$ cat src/rtl/branch_predict_unit.sv
// Branch prediction unit: direct-mapped BTB with 2-bit BHT counters looked up from the
// fetch PC, plus EX-side branch/jump resolution that drives a registered redirect on mispredict.
module branch_predict_unit #(
  parameter int         XLEN         = 32,
  parameter int         ENTRIES      = 16,
  parameter logic [1:0] COUNTER_INIT = 2'b01
) (
  input  logic            clk,
  input  logic            rst_n,
  input  logic [XLEN-1:0] if_pc,
  output logic            if_pred_taken,
  output logic [XLEN-1:0] if_pred_target,
  input  logic            ex_valid,
  input  logic [1:0]      ex_kind,
  input  logic [XLEN-1:0] ex_pc,
  input  logic [XLEN-1:0] ex_immediate,
  input  logic [XLEN-1:0] ex_alu_out,
  input  logic            ex_zero,
  input  logic            ex_negate_zero,
  input  logic            ex_pred_taken,
  input  logic [XLEN-1:0] ex_pred_target,
  output logic            redirect,
  output logic [XLEN-1:0] redirect_pc,
  output logic [31:0]     mispredict_count
);

  localparam int IDX  = $clog2(ENTRIES);
  localparam int TAGW = XLEN - IDX - 2;

  localparam logic [1:0] KIND_NONE = 2'b00;
  localparam logic [1:0] KIND_BR   = 2'b01;
  localparam logic [1:0] KIND_JAL  = 2'b10;
  localparam logic [1:0] KIND_JALR = 2'b11;

  function automatic logic [1:0] sat_inc(input logic [1:0] c);
    return (c == 2'b11) ? 2'b11 : c + 2'b01;
  endfunction

  function automatic logic [1:0] sat_dec(input logic [1:0] c);
    return (c == 2'b00) ? 2'b00 : c - 2'b01;
  endfunction

  logic            valid_q  [ENTRIES];
  logic [TAGW-1:0] tag_q    [ENTRIES];
  logic [XLEN-1:0] target_q [ENTRIES];
  logic            uncond_q [ENTRIES];
  logic [1:0]      ctr_q    [ENTRIES];

  logic            redirect_q;
  logic            redirect_d;
  logic [XLEN-1:0] redirect_pc_q;
  logic [XLEN-1:0] redirect_pc_d;
  logic [31:0]     count_q;
  logic [31:0]     count_d;

  logic [IDX-1:0]  if_idx_s;
  logic [TAGW-1:0] if_tag_s;
  logic            if_hit_s;
  logic [IDX-1:0]  ex_idx_s;
  logic [TAGW-1:0] ex_tag_s;
  logic            ex_hit_s;
  logic            taken_s;
  logic [XLEN-1:0] target_s;
  logic            live_s;
  logic            mis_s;
  logic            upd_s;
  logic            stale_s;
  logic            unused_s;

  assign if_idx_s = if_pc[IDX+1:2];
  assign if_tag_s = if_pc[XLEN-1:IDX+2];
  assign ex_idx_s = ex_pc[IDX+1:2];
  assign ex_tag_s = ex_pc[XLEN-1:IDX+2];
  assign unused_s = ^{if_pc[1:0], ex_pc[1:0], ex_alu_out[0]};

  // Fetch-side lookup reads the pre-update table contents
  always_comb begin
    if_hit_s       = valid_q[if_idx_s] && (tag_q[if_idx_s] == if_tag_s);
    if_pred_taken  = if_hit_s && (uncond_q[if_idx_s] || ctr_q[if_idx_s][1]);
    if (if_pred_taken) begin
      if_pred_target = target_q[if_idx_s];
    end else begin
      if_pred_target = if_pc + XLEN'(4);
    end
  end

  // EX-side outcome, target and mispredict detection
  always_comb begin
    taken_s  = 1'b0;
    target_s = ex_pc + ex_immediate;
    case (ex_kind)
      KIND_NONE: taken_s = 1'b0;
      KIND_BR:   taken_s = ex_zero ^ ex_negate_zero;
      KIND_JAL:  taken_s = 1'b1;
      KIND_JALR: begin
        taken_s  = 1'b1;
        target_s = {ex_alu_out[XLEN-1:1], 1'b0};
      end
      default:   taken_s = 1'b0;
    endcase
    // The slot right after a redirect is wrong-path and must not act
    live_s   = ex_valid && !redirect_q;
    mis_s    = live_s && ((taken_s != ex_pred_taken) ||
                          (taken_s && (target_s != ex_pred_target)));
    upd_s    = live_s && (ex_kind != KIND_NONE);
    stale_s  = live_s && (ex_kind == KIND_NONE) && ex_pred_taken;
    ex_hit_s = valid_q[ex_idx_s] && (tag_q[ex_idx_s] == ex_tag_s);
  end

  // Next state of the redirect register and the saturating mispredict counter
  always_comb begin
    redirect_d    = mis_s;
    redirect_pc_d = redirect_pc_q;
    count_d       = count_q;
    if (mis_s) begin
      redirect_pc_d = taken_s ? target_s : (ex_pc + XLEN'(4));
      if (count_q != 32'hFFFF_FFFF) begin
        count_d = count_q + 32'd1;
      end else begin
        count_d = count_q;
      end
    end else begin
      redirect_pc_d = redirect_pc_q;
    end
  end

  // Redirect and counter registers
  always_ff @(posedge clk or negedge rst_n) begin
    if (!rst_n) begin
      redirect_q    <= 1'b0;
      redirect_pc_q <= '0;
      count_q       <= 32'd0;
    end else begin
      redirect_q    <= redirect_d;
      redirect_pc_q <= redirect_pc_d;
      count_q       <= count_d;
    end
  end

  // Prediction table training on resolved control flow
  always_ff @(posedge clk or negedge rst_n) begin
    if (!rst_n) begin
      for (int i = 0; i < ENTRIES; i++) begin
        valid_q[i]  <= 1'b0;
        tag_q[i]    <= '0;
        target_q[i] <= '0;
        uncond_q[i] <= 1'b0;
        ctr_q[i]    <= COUNTER_INIT;
      end
    end else if (upd_s) begin
      if (taken_s) begin
        valid_q[ex_idx_s]  <= 1'b1;
        tag_q[ex_idx_s]    <= ex_tag_s;
        target_q[ex_idx_s] <= target_s;
        uncond_q[ex_idx_s] <= ex_kind[1];
        ctr_q[ex_idx_s]    <= sat_inc(ctr_q[ex_idx_s]);
      end else if (ex_hit_s) begin
        ctr_q[ex_idx_s]    <= sat_dec(ctr_q[ex_idx_s]);
      end
    end else if (stale_s) begin
      valid_q[ex_idx_s] <= 1'b0;
    end
  end

  assign redirect         = redirect_q;
  assign redirect_pc      = redirect_pc_q;
  assign mispredict_count = count_q;

endmodule

$ cat config.mk
export PLATFORM = sky130hd
export DESIGN_NAME = branch_predict_unit
export DESIGN_NICKNAME = d
export VERILOG_FILES = /design/src/rtl/branch_predict_unit.sv
export SDC_FILE = /design/constraint.sdc
export NUM_CORES = 2
export LEC_CHECK = 0
export ABC_CLOCK_PERIOD_IN_PS = 4250
export BUFFER_PORTS_ARGS = -buffer_cell sky130_fd_sc_hd__buf_2
export CORE_UTILIZATION = 39
export CTS_BUF_LIST = sky130_fd_sc_hd__clkbuf_4
export CTS_CLUSTER_SIZE = 25
export DETAILED_ROUTE_END_ITERATION = 16
export PLACE_DENSITY = 0.55
export SYNTH_ARGS = -nofsm -noshare
export SYNTH_HDL_FRONTEND = slang
export SYNTH_SLANG_ARGS = --single-unit
$ cat constraint.sdc
create_clock -name clk -period 4.25 [get_ports clk]
set_input_delay 0 -clock clk [delete_from_list [all_inputs] [get_ports clk]]
set_output_delay 0 -clock clk [all_outputs]
set_load 0.02 [all_outputs]
==> impl_metrics.ini <==
[sta]
fmax_mhz = 223
holdWs_ns = 0.0708
fin_ws_ns = -0.229
finalCritPeriodShare_pct = 105
fin_worst_skew_ns = 0.106
period_minus_slack_ns = 4.48
slew_viol_final = 0
setup_viol = 33
tightest_slew_ns = 1.41
max_slew_margin_pct = 5.13
rsz0062_at_grt = yes
hold_viol = 0

[cells_and_area]
fill_cells = 13200
fin_cells = 7808
area_delta_synth_final_pct = 20.1
nets = 5963
multi_input_area_um2 = 27300
layout-drive-gt1-share_pct = 27.9
final-seq-area_um2 = 26500

[clock_tree]
clk_pin_slew_ns = 0.07
cts_sinks = 1057
cts_htree_levels = 5
cts_made_buffers = 303
cts_tree = done
cts_root_buf = clkbuf_4
cts_buffer_depth = 4
clk_latency_ns = 1.27

[worst_setup_path]
crit_slowest_cell = mux4_2
cpPeakStageDelay_ns = 0.63
crit_path_start_kind = flip-flop
end_kind = primary output
crit_fanout = 6
path_class = reg -> out
path_cells = mux4_2 > mux4_2 > xnor2_2 > nand4_1 > nor4_2 > nand2_1 > nor4_4 > buf_6 > buf_12 > buf_16 > nand2_4 > o21ai_2 > buf_6
crit_arrival_ns = 4.48
required_ns = 4.25

[floorplan]
rows = 137
die_w_um = 377
dieArea_um2 = 142000
initial_core_util_pct = 39.3
die_y_um = 377
core_area_um2 = 140000
io_pins = 266

[power]
ir_drop_v = 0.000255
p_per_area_nw_per_um2 = 467
power.static_leakage_nw = 30.3

[drt]
antenna_left = 0
routedWlPerCell_um = 25.8
first_pass_iters = 6
drt_iter0_drc = 4741
vias = 44700
routed_wl_um = 202000
drcViolationCount = 0
vias_per_cell = 5.72

[place]
gp_congestion = 1.00
numPortBuffers = 264
dpl.hpwl_um = 124000
dp_cells = 7076

[synth]
async_flop_share_pct = 100
avgSynthCellArea_um2 = 10.6
yosysUniqueCellTypes = 84
synth_mux_area_share_pct = 21.8
synth_edf_count = 0
yosys_warnings = 0
synth_fp_nets = 5369
yosys.area_share.simple_pct = 14.7
synth_top_family_by_area = multiplexers
synth_xor_area_share_pct = 3.05
seq_area_frac_synth_pct = 48.3
netlist_area_um2 = 54800
synth_compound_area_share_pct = 8.06
synthAdderAreaFrac_pct = 0.918
synthCells = 5163
synth-seq-cells = 1057
yosys_most_used_dff = dfrtp_1

[min_path]
hp-class = in -> async

[run]
maxCapViolCount = 0

[global_route]
overflow = 0
grt_pass1_wl_um = 298000
grt_usage_pct = 28.4
grt_start_max_net_pins = 159
antenna_found_initial = 5
grt_pass1_vias = 44900

[status]
violations = setup timing
status = complete, but fails checks
[flip-flops by register name, indices dropped and copies added, names as in the netlist, named ones only]
signal            flops
target_q            512
redirect              1
ctr_q                32
redirect_pc          32
tag_q               416
mispredict_count     32
uncond_q             16
[cells by family after synthesis]
logic type                 count (synthesis)
AOI/OAI and AO/OA                        819
xor gates and xnor gates                 189
adders and majority gates                 40
buffers and inverters                    448
DFF                                     1057
muxes                                    621
and+or+nand+nor                         1989
[placed cells by master (no fill, tap or decap), drive strengths merged, types with 15 or more instances in the layout]
cell type       n
a21oi          55
and3           24
buf           485
clkbuf        431
clkinv         40
dfrtp        1041
dfstp          16
dlygate4sd3   229
ha             37
inv            20
mux2          164
mux2i          18
mux4          439
nand2        1636
nand3          70
nand4          45
nor2           94
nor3           47
nor4           16
o211ai         15
o21ai         667
xnor2         119
xor2           69
[layout make-up]
class / count / share of cell area (%)
flip-flops and latches: 1057 / 40.2
inverters: 20 / 0.122
diodes: 7 / 0.0266
clock buffers: 429 / 4.89
well taps: 1876 / 3.57
multi-input cells: 3659 / 41.5
clock inverters: 44 / 0.426
repair buffers: 716 / 9.29
[per-stage QoR]
step | utilization [%] | area (um2) | worst slack (ns) | power, mW | TNS (ns)
2_1_floorplan | - | 54800 | 0.807 | 18.4 | 0
3_3_place_gp | 42.3 | 59000 | 0.143 | 21.0 | 0
3_5_place_dp | 42.3 | 59000 | 0.125 | 21.3 | 0
4_1_cts | 47.0 | 65500 | -0.382 | 30.8 | -11.61
5_1_grt | 47.2 | 65800 | -0.368 | 32.4 | -10.94
6_report | 47.2 | 65800 | -0.229 | 30.8 | -6.17
[path summary, 6_finish.rpt]
path	from	end	depth (start not counted)	slack, ns
worst min-delay path	rst_n	target_q[280]	4	0.07
worst max register to register	redirect	redirect_pc[0]	6	0.41
worst min register to register	uncond_q[0]	uncond_q[0]	2	0.47
max in group asynchronous	rst_n	redirect_pc[27]	5	3.02
worst max-delay path	tag_q[282]	if_pred_target[15]	13	-0.23
min in group clk	ex_pc[2]	target_q[260]	8	0.08
[synth_stat cells, drive strengths merged, types with 8 or more instances]
cell type  number  area share (%)
and2            9            0.10
clkbuf        337             2.3
xor2           69             1.1
nor3b          10            0.14
buf            91            0.75
xnor2         119             1.9
a21o           10            0.14
nand4          45            0.51
mux2          164             3.4
mux2i          18            0.39
inv            18            0.12
nor3           47            0.43
o21ai         667             6.1
mux4          439              18
nand3          70            0.64
a211oi         13            0.19
dfstp          16            0.77
ha             37            0.84
and3           24            0.27
nor4           16            0.22
o211ai         15            0.21
a21oi          55            0.53
dfrtp        1041              48
or3             8           0.091
nor2           93            0.64
nand2        1636              11
[metal layers]
metal / part of all wire (%) / vias to the layer above / global-route usage, %
met5: 0.0040 / - / 0
met3: 8.8 / 504 / 7.08
li1: - / 19400 / -
met2: 45 / 2183 / 43.1
met4: 3.9 / 2 / 11.3
met1: 42 / 22600 / 39.1
[power breakdown]
part           leakage [nW]  switching, mW  internal [mW]
combinational          14.4           3.98           3.66
clock                  2.12           4.35           4.82
sequential             13.7           1.52           12.4
[worst max-delay path: cells and delay by family, from the launching register on]
family / cells / cell delay, ns
buffers and inverters: 4 / 0.64
muxes: 2 / 1.10
AOI/OAI and AO/OA: 1 / 0.06
DFF: 1 / 0.40
xor gates and xnor gates: 1 / 0.22
and+or+nand+nor: 5 / 0.82
[timing repair]
item | CTS | global route
endpoints found under the setup margin | 33 | 74
pin swaps | 10 | 17
hold buffers | 230 | 1
endpoints found under the hold margin | 2114 | 5
gates cloned | 5 | 2
gates resized for setup | 153 | 53
buffers inserted | 10 | 6
No activity file was read; power rests on OpenSTA's default activity.
